### src/rtl/nibble_packer.sv
// -----------------------------------------------------------------------------
// nibble_packer
//
// Packs a stream of 4-bit nibbles into 32-bit words, one slot at a time.
// Slot k of the word occupies bits [4k+3:4k]. Slot 0 is the first nibble of a
// word and sits at [3:0]. This is the write-side inverse of a 3-bit-select
// nibble read mux.
//
// A word ends on the eighth nibble, or earlier on a nibble tagged in_last.
// Slots that were never written hold PAD_NIB. The completed word is held on the
// output until the sink takes it, and no new nibble is accepted in that time.
//
// Parameters
//   PAD_NIB    nibble value placed in slots that were not written
//
// Ports
//   clk        clock; all state changes on the rising edge
//   rst_n      asynchronous active-low reset
//   in_valid   source offers in_nib / in_last this cycle
//   in_ready   packer can take a nibble (FILL state)
//   in_nib     nibble data
//   in_last    offered nibble is the final one of the current word
//   out_valid  out_word / out_count hold a completed word (HOLD state)
//   out_ready  sink takes the word this cycle
//   out_word   packed word, slot k at bits [4k+3:4k]
//   out_count  number of nibbles written into out_word (1..8)
// -----------------------------------------------------------------------------
module nibble_packer #(
  parameter logic [3:0] PAD_NIB = 4'h0
) (
  input  logic        clk,
  input  logic        rst_n,
  input  logic        in_valid,
  output logic        in_ready,
  input  logic [3:0]  in_nib,
  input  logic        in_last,
  output logic        out_valid,
  input  logic        out_ready,
  output logic [31:0] out_word,
  output logic [3:0]  out_count
);

  typedef enum logic [0:0] {
    StFill,
    StHold
  } state_e;

  localparam logic [31:0] PadWord = {8{PAD_NIB}};

  state_e      state_q, state_d;
  logic [2:0]  ptr_q,   ptr_d;
  logic [31:0] word_q,  word_d;
  logic [3:0]  count_q, count_d;

  logic nib_xfer;
  logic word_end;

  // Handshake strobes. Both ready and valid come from state alone, so the
  // source side never sees a combinational path from out_ready.
  assign nib_xfer = (state_q == StFill) && in_valid;
  assign word_end = in_last || (ptr_q == 3'd7);

  always_comb begin
    state_d = state_q;
    ptr_d   = ptr_q;
    word_d  = word_q;
    count_d = count_q;

    unique case (state_q)
      StFill: begin
        if (nib_xfer) begin
          // Unwritten slots already hold PAD_NIB: the word register is
          // cleared to the pad pattern on reset and on every drain, so only
          // the addressed slot changes here.
          word_d[{ptr_q, 2'b00} +: 4] = in_nib;
          ptr_d                       = ptr_q + 3'd1;
          if (word_end) begin
            state_d = StHold;
            count_d = {1'b0, ptr_q} + 4'd1;
          end
        end
      end

      StHold: begin
        // The pointer wrapped to 0 if the word ended at slot 7; it is forced
        // back to 0 here anyway so an early-last word restarts at slot 0.
        if (out_ready) begin
          state_d = StFill;
          ptr_d   = 3'd0;
          word_d  = PadWord;
          count_d = 4'd0;
        end
      end

      default: begin
        state_d = StFill;
        ptr_d   = 3'd0;
        word_d  = PadWord;
        count_d = 4'd0;
      end
    endcase
  end

  always_ff @(posedge clk or negedge rst_n) begin
    if (!rst_n) begin
      state_q <= StFill;
      ptr_q   <= 3'd0;
      word_q  <= PadWord;
      count_q <= 4'd0;
    end else begin
      state_q <= state_d;
      ptr_q   <= ptr_d;
      word_q  <= word_d;
      count_q <= count_d;
    end
  end

  assign in_ready  = (state_q == StFill);
  assign out_valid = (state_q == StHold);
  assign out_word  = word_q;
  assign out_count = count_q;

endmodule

### config.mk
export PLATFORM = sky130hd
export DESIGN_NAME = nibble_packer
export DESIGN_NICKNAME = d
export VERILOG_FILES = /design/src/rtl/nibble_packer.sv
export SDC_FILE = /design/constraint.sdc
export NUM_CORES = 1
export LEC_CHECK = 0
export CAP_MARGIN = 20
export CORE_MARGIN = 5
export CORE_UTILIZATION = 50
export CTS_CLUSTER_DIAMETER = 200
export CTS_CLUSTER_SIZE = 16
export DETAILED_ROUTE_END_ITERATION = 8
export DONT_BUFFER_PORTS = 1
export HOLD_SLACK_MARGIN = 0.02
export PLACE_DENSITY = 0.68
export SYNTH_ARGS = -nofsm -noshare
export SYNTH_HDL_FRONTEND = slang
export SYNTH_SLANG_ARGS = --single-unit
### constraint.sdc
create_clock -name clk -period 2.6 [get_ports clk]
set_input_delay 0.26 -clock clk [delete_from_list [all_inputs] [get_ports clk]]
set_output_delay 0.26 -clock clk [all_outputs]
set_load 0.01 [all_outputs]
==> results.cfg <==
[synth]
synth_compound_area_frac = 0.08166
muxShareOfSynthArea = 0.1555
postSynthCellCount = 183
syn_avg_cell_area_um2 = 10.55
yosysWarnings = 0
ys_seq_elements = 40
syn_nets = 197
synth-adder-area-share = 0.03240
synth_top_family_by_area = simple AND/OR/NAND/NOR gates
synth_area_mm2 = 0.001931
ys_types = 26
seq_area_frac_synth = 0.5185
yosys.area_share.simple = 0.1750
synth_xor_area_frac = 0.004537

[sta]
fin_tns_setup_ns = 0
period_needed_ns = 2.221
max_freq_mhz = 450.3
hold_violations = 0
min_period_over_period = 0.8542
finalSetupViolCount = 0
worst_slew_pin_slew_ns = 0.6390
max_slew_margin = 0.5731
slew_viol_final = 0
rsz0062_at_grt = false
finClkSkew_ns = 0.003730

[global_routing]
antenna_found_initial = 0
grt_max_degree = 41
grt_overflow = 0
grt_pass1_wl_um = 7017
grt_pass1_vias = 1422
track_usage = 0.1773

[power]
ir_worst_vdd_mv = 0.5838
power.share.clock = 0.164
internal_power_mw = 1.344
cellPowerDensity_mw_per_mm2 = 1108
sequentialPowerShare = 0.498
sw_frac_of_total = 0.4233
p_leak_nw = 1.012
power_frac_comb = 0.337
switchingPower_mw = 0.9865

[worst_setup_path]
critPathKind = reg2reg
critical_path.max_fanout = 6
start_kind = flip-flop
endpoint = out_word[16]
worst-r2r-setup-slack_ns = 0.38
endpoint_kind = flip-flop
regToRegStartpoint = ptr_q[1]
r2r_cells = 7
worstPathRequired_ns = 2.78
crit_arrival_ns = 2.40
crit_start = ptr_q[1]
rr_endpoint = out_word[16]

[cts]
clkTransAtPathRegs_ns = 0.07
cts_hold_buf = 2
cts_tree = built
h-tree-depth = 2
cts_resized = 0
cts-root-buf = clkbuf_8
clock_path_buffers = 2
clock_latency_ns = 0.29
postCtsSetupRepairBufs = 0
cts_sinks = 40
numCtsBuffers = 5

[finish]
num_antenna_cells = 0
drive_gt1_frac = 0.08947
utilization = 0.5702
fin_nets = 204
final_cell_mix = dfrtp_1, nand2_1, mux2i_1
final_cells = 238
synthToLayoutAreaGrowth_pct = 8.944
final_common_cell = dfrtp_1

[placement]
io_buffers = 0
place.gp.congestion = 0.8332
dp_hpwl_um = 3257
placed_cells = 229

[run]
drv_cap = 0

[floorplanning]
pin_count = 47
rows = 22
start_util = 0.5234
core_mm2 = 0.003689
die_x_um = 72.14
die-area_mm2 = 0.005204
dieHeight_um = 72.14

[drt]
wl_per_cell_um = 18.24
antenna_left = 0
via_per_inst = 5.718
drc = 0
drt_iter0_drc = 65
dr.pass1.iters = 4
wl_um = 4340
dr_total_vias = 1361

[run_status]
status = completed

[hold_path]
min_from = out_ready
hold_class = in2reg
## power groups by stage
stage / Combinational [mW] / Clock (mW) / Sequential [mW]
2_1_floorplan: 0.628 / 0 / 1.11
3_3_place_gp: 0.712 / 0 / 1.17
3_5_place_dp: 0.769 / 0 / 1.18
4_1_cts: 0.788 / 0.394 / 1.17
5_1_grt: 0.869 / 0.429 / 1.20
6_report: 0.786 / 0.383 / 1.16
## through the flow
step / instance area (um^2) / setup slack (ns) / hold slack [ns] / power (mW)
2_1_floorplan: 1931 / 0.3473 / -0.03559 / 1.736
4_1_cts: 2103 / 0.3909 / 0.06770 / 2.353
6_report: 2103 / 0.3791 / 0.07979 / 2.331
5_1_grt: 2103 / 0.2435 / 0.06412 / 2.493
3_5_place_dp: 1996 / 0.3968 / -0.03430 / 1.953
3_3_place_gp: 1996 / 0.5165 / -0.03448 / 1.883
## sequential cells by signal, summed over array words and instances (netlist names)
| signal | flops |
|---|---|
| ptr_q | 3 |
| out_valid | 1 |
| out_count | 4 |
| out_word | 32 |
## cell type report
type                    count  area, um^2
flip-flops and latches     40        1001
well taps                  48       60.06
repair buffers              6       60.06
clock buffers               6       72.57
multi-input cells         127       867.1
inverters                  10       37.54
fillers                   341        1585
clock inverters             1       5.005
## cells by family after synthesis
| logic type | count (synthesis) |
|---|---|
| DFF | 40 |
| and+or+nand+nor | 62 |
| AOI/OAI and AO/OA | 29 |
| xor gates and xnor gates | 1 |
| buffers and inverters | 16 |
| muxes | 30 |
| adders and majority gates | 5 |
## worst min-delay path by stage
| stage | to | slack (ns) | depth (start not counted) |
|---|---|---|---|
| after global routing | out_count[2] | 0.06 | 1 |
| final | out_count[2] | 0.08 | 1 |
| after detailed placement | out_count[3] | -0.03 | 0 |
| after CTS | out_count[2] | 0.07 | 1 |
| after floorplan | out_count[0] | -0.04 | 0 |
| after global placement | out_count[2] | -0.03 | 0 |
## worst max-delay path, stage by stage (launching register included)
cell and delay (ns):
dfrtp_1 0.41, inv_1 0.09, ha_1 0.22, ha_1 0.52
nand3b_4 0.15, nor4_4 0.39, mux2i_1 0.27, o21ai_2 0.06
## cell usage after synthesis, drive strengths merged
library cell	number	area (um^2)
nor4	2	27.53
dfrtp	40	1001
nand2b	1	6.260
nand3b	2	27.53
nor3b	1	7.510
xnor2	1	8.760
buf	2	10.01
clkbuf	4	15.01
or3	1	6.260
nor2	5	18.77
nand2	39	148.9
ha	5	62.56
nand4	2	12.51
mux2i	30	300.3
o21bai	1	7.510
inv	10	37.54
nor3	2	10.01
o22ai	5	31.28
o21ai	23	118.9
nor4b	2	47.55
nand3	5	25.02
## metal layers
metal / part of all wire / up-vias / routed length (um) / global-route usage
li1: - / 640 / - / -
met1: 0.40 / 680 / 1746 / 0.2002
met3: 0.094 / 7 / 407 / 0.08172
met5: 0 / - / 0 / 0
met2: 0.49 / 34 / 2130 / 0.2973
met4: 0.013 / 0 / 55 / 0.05637
(Power assumes the default switching activity.)
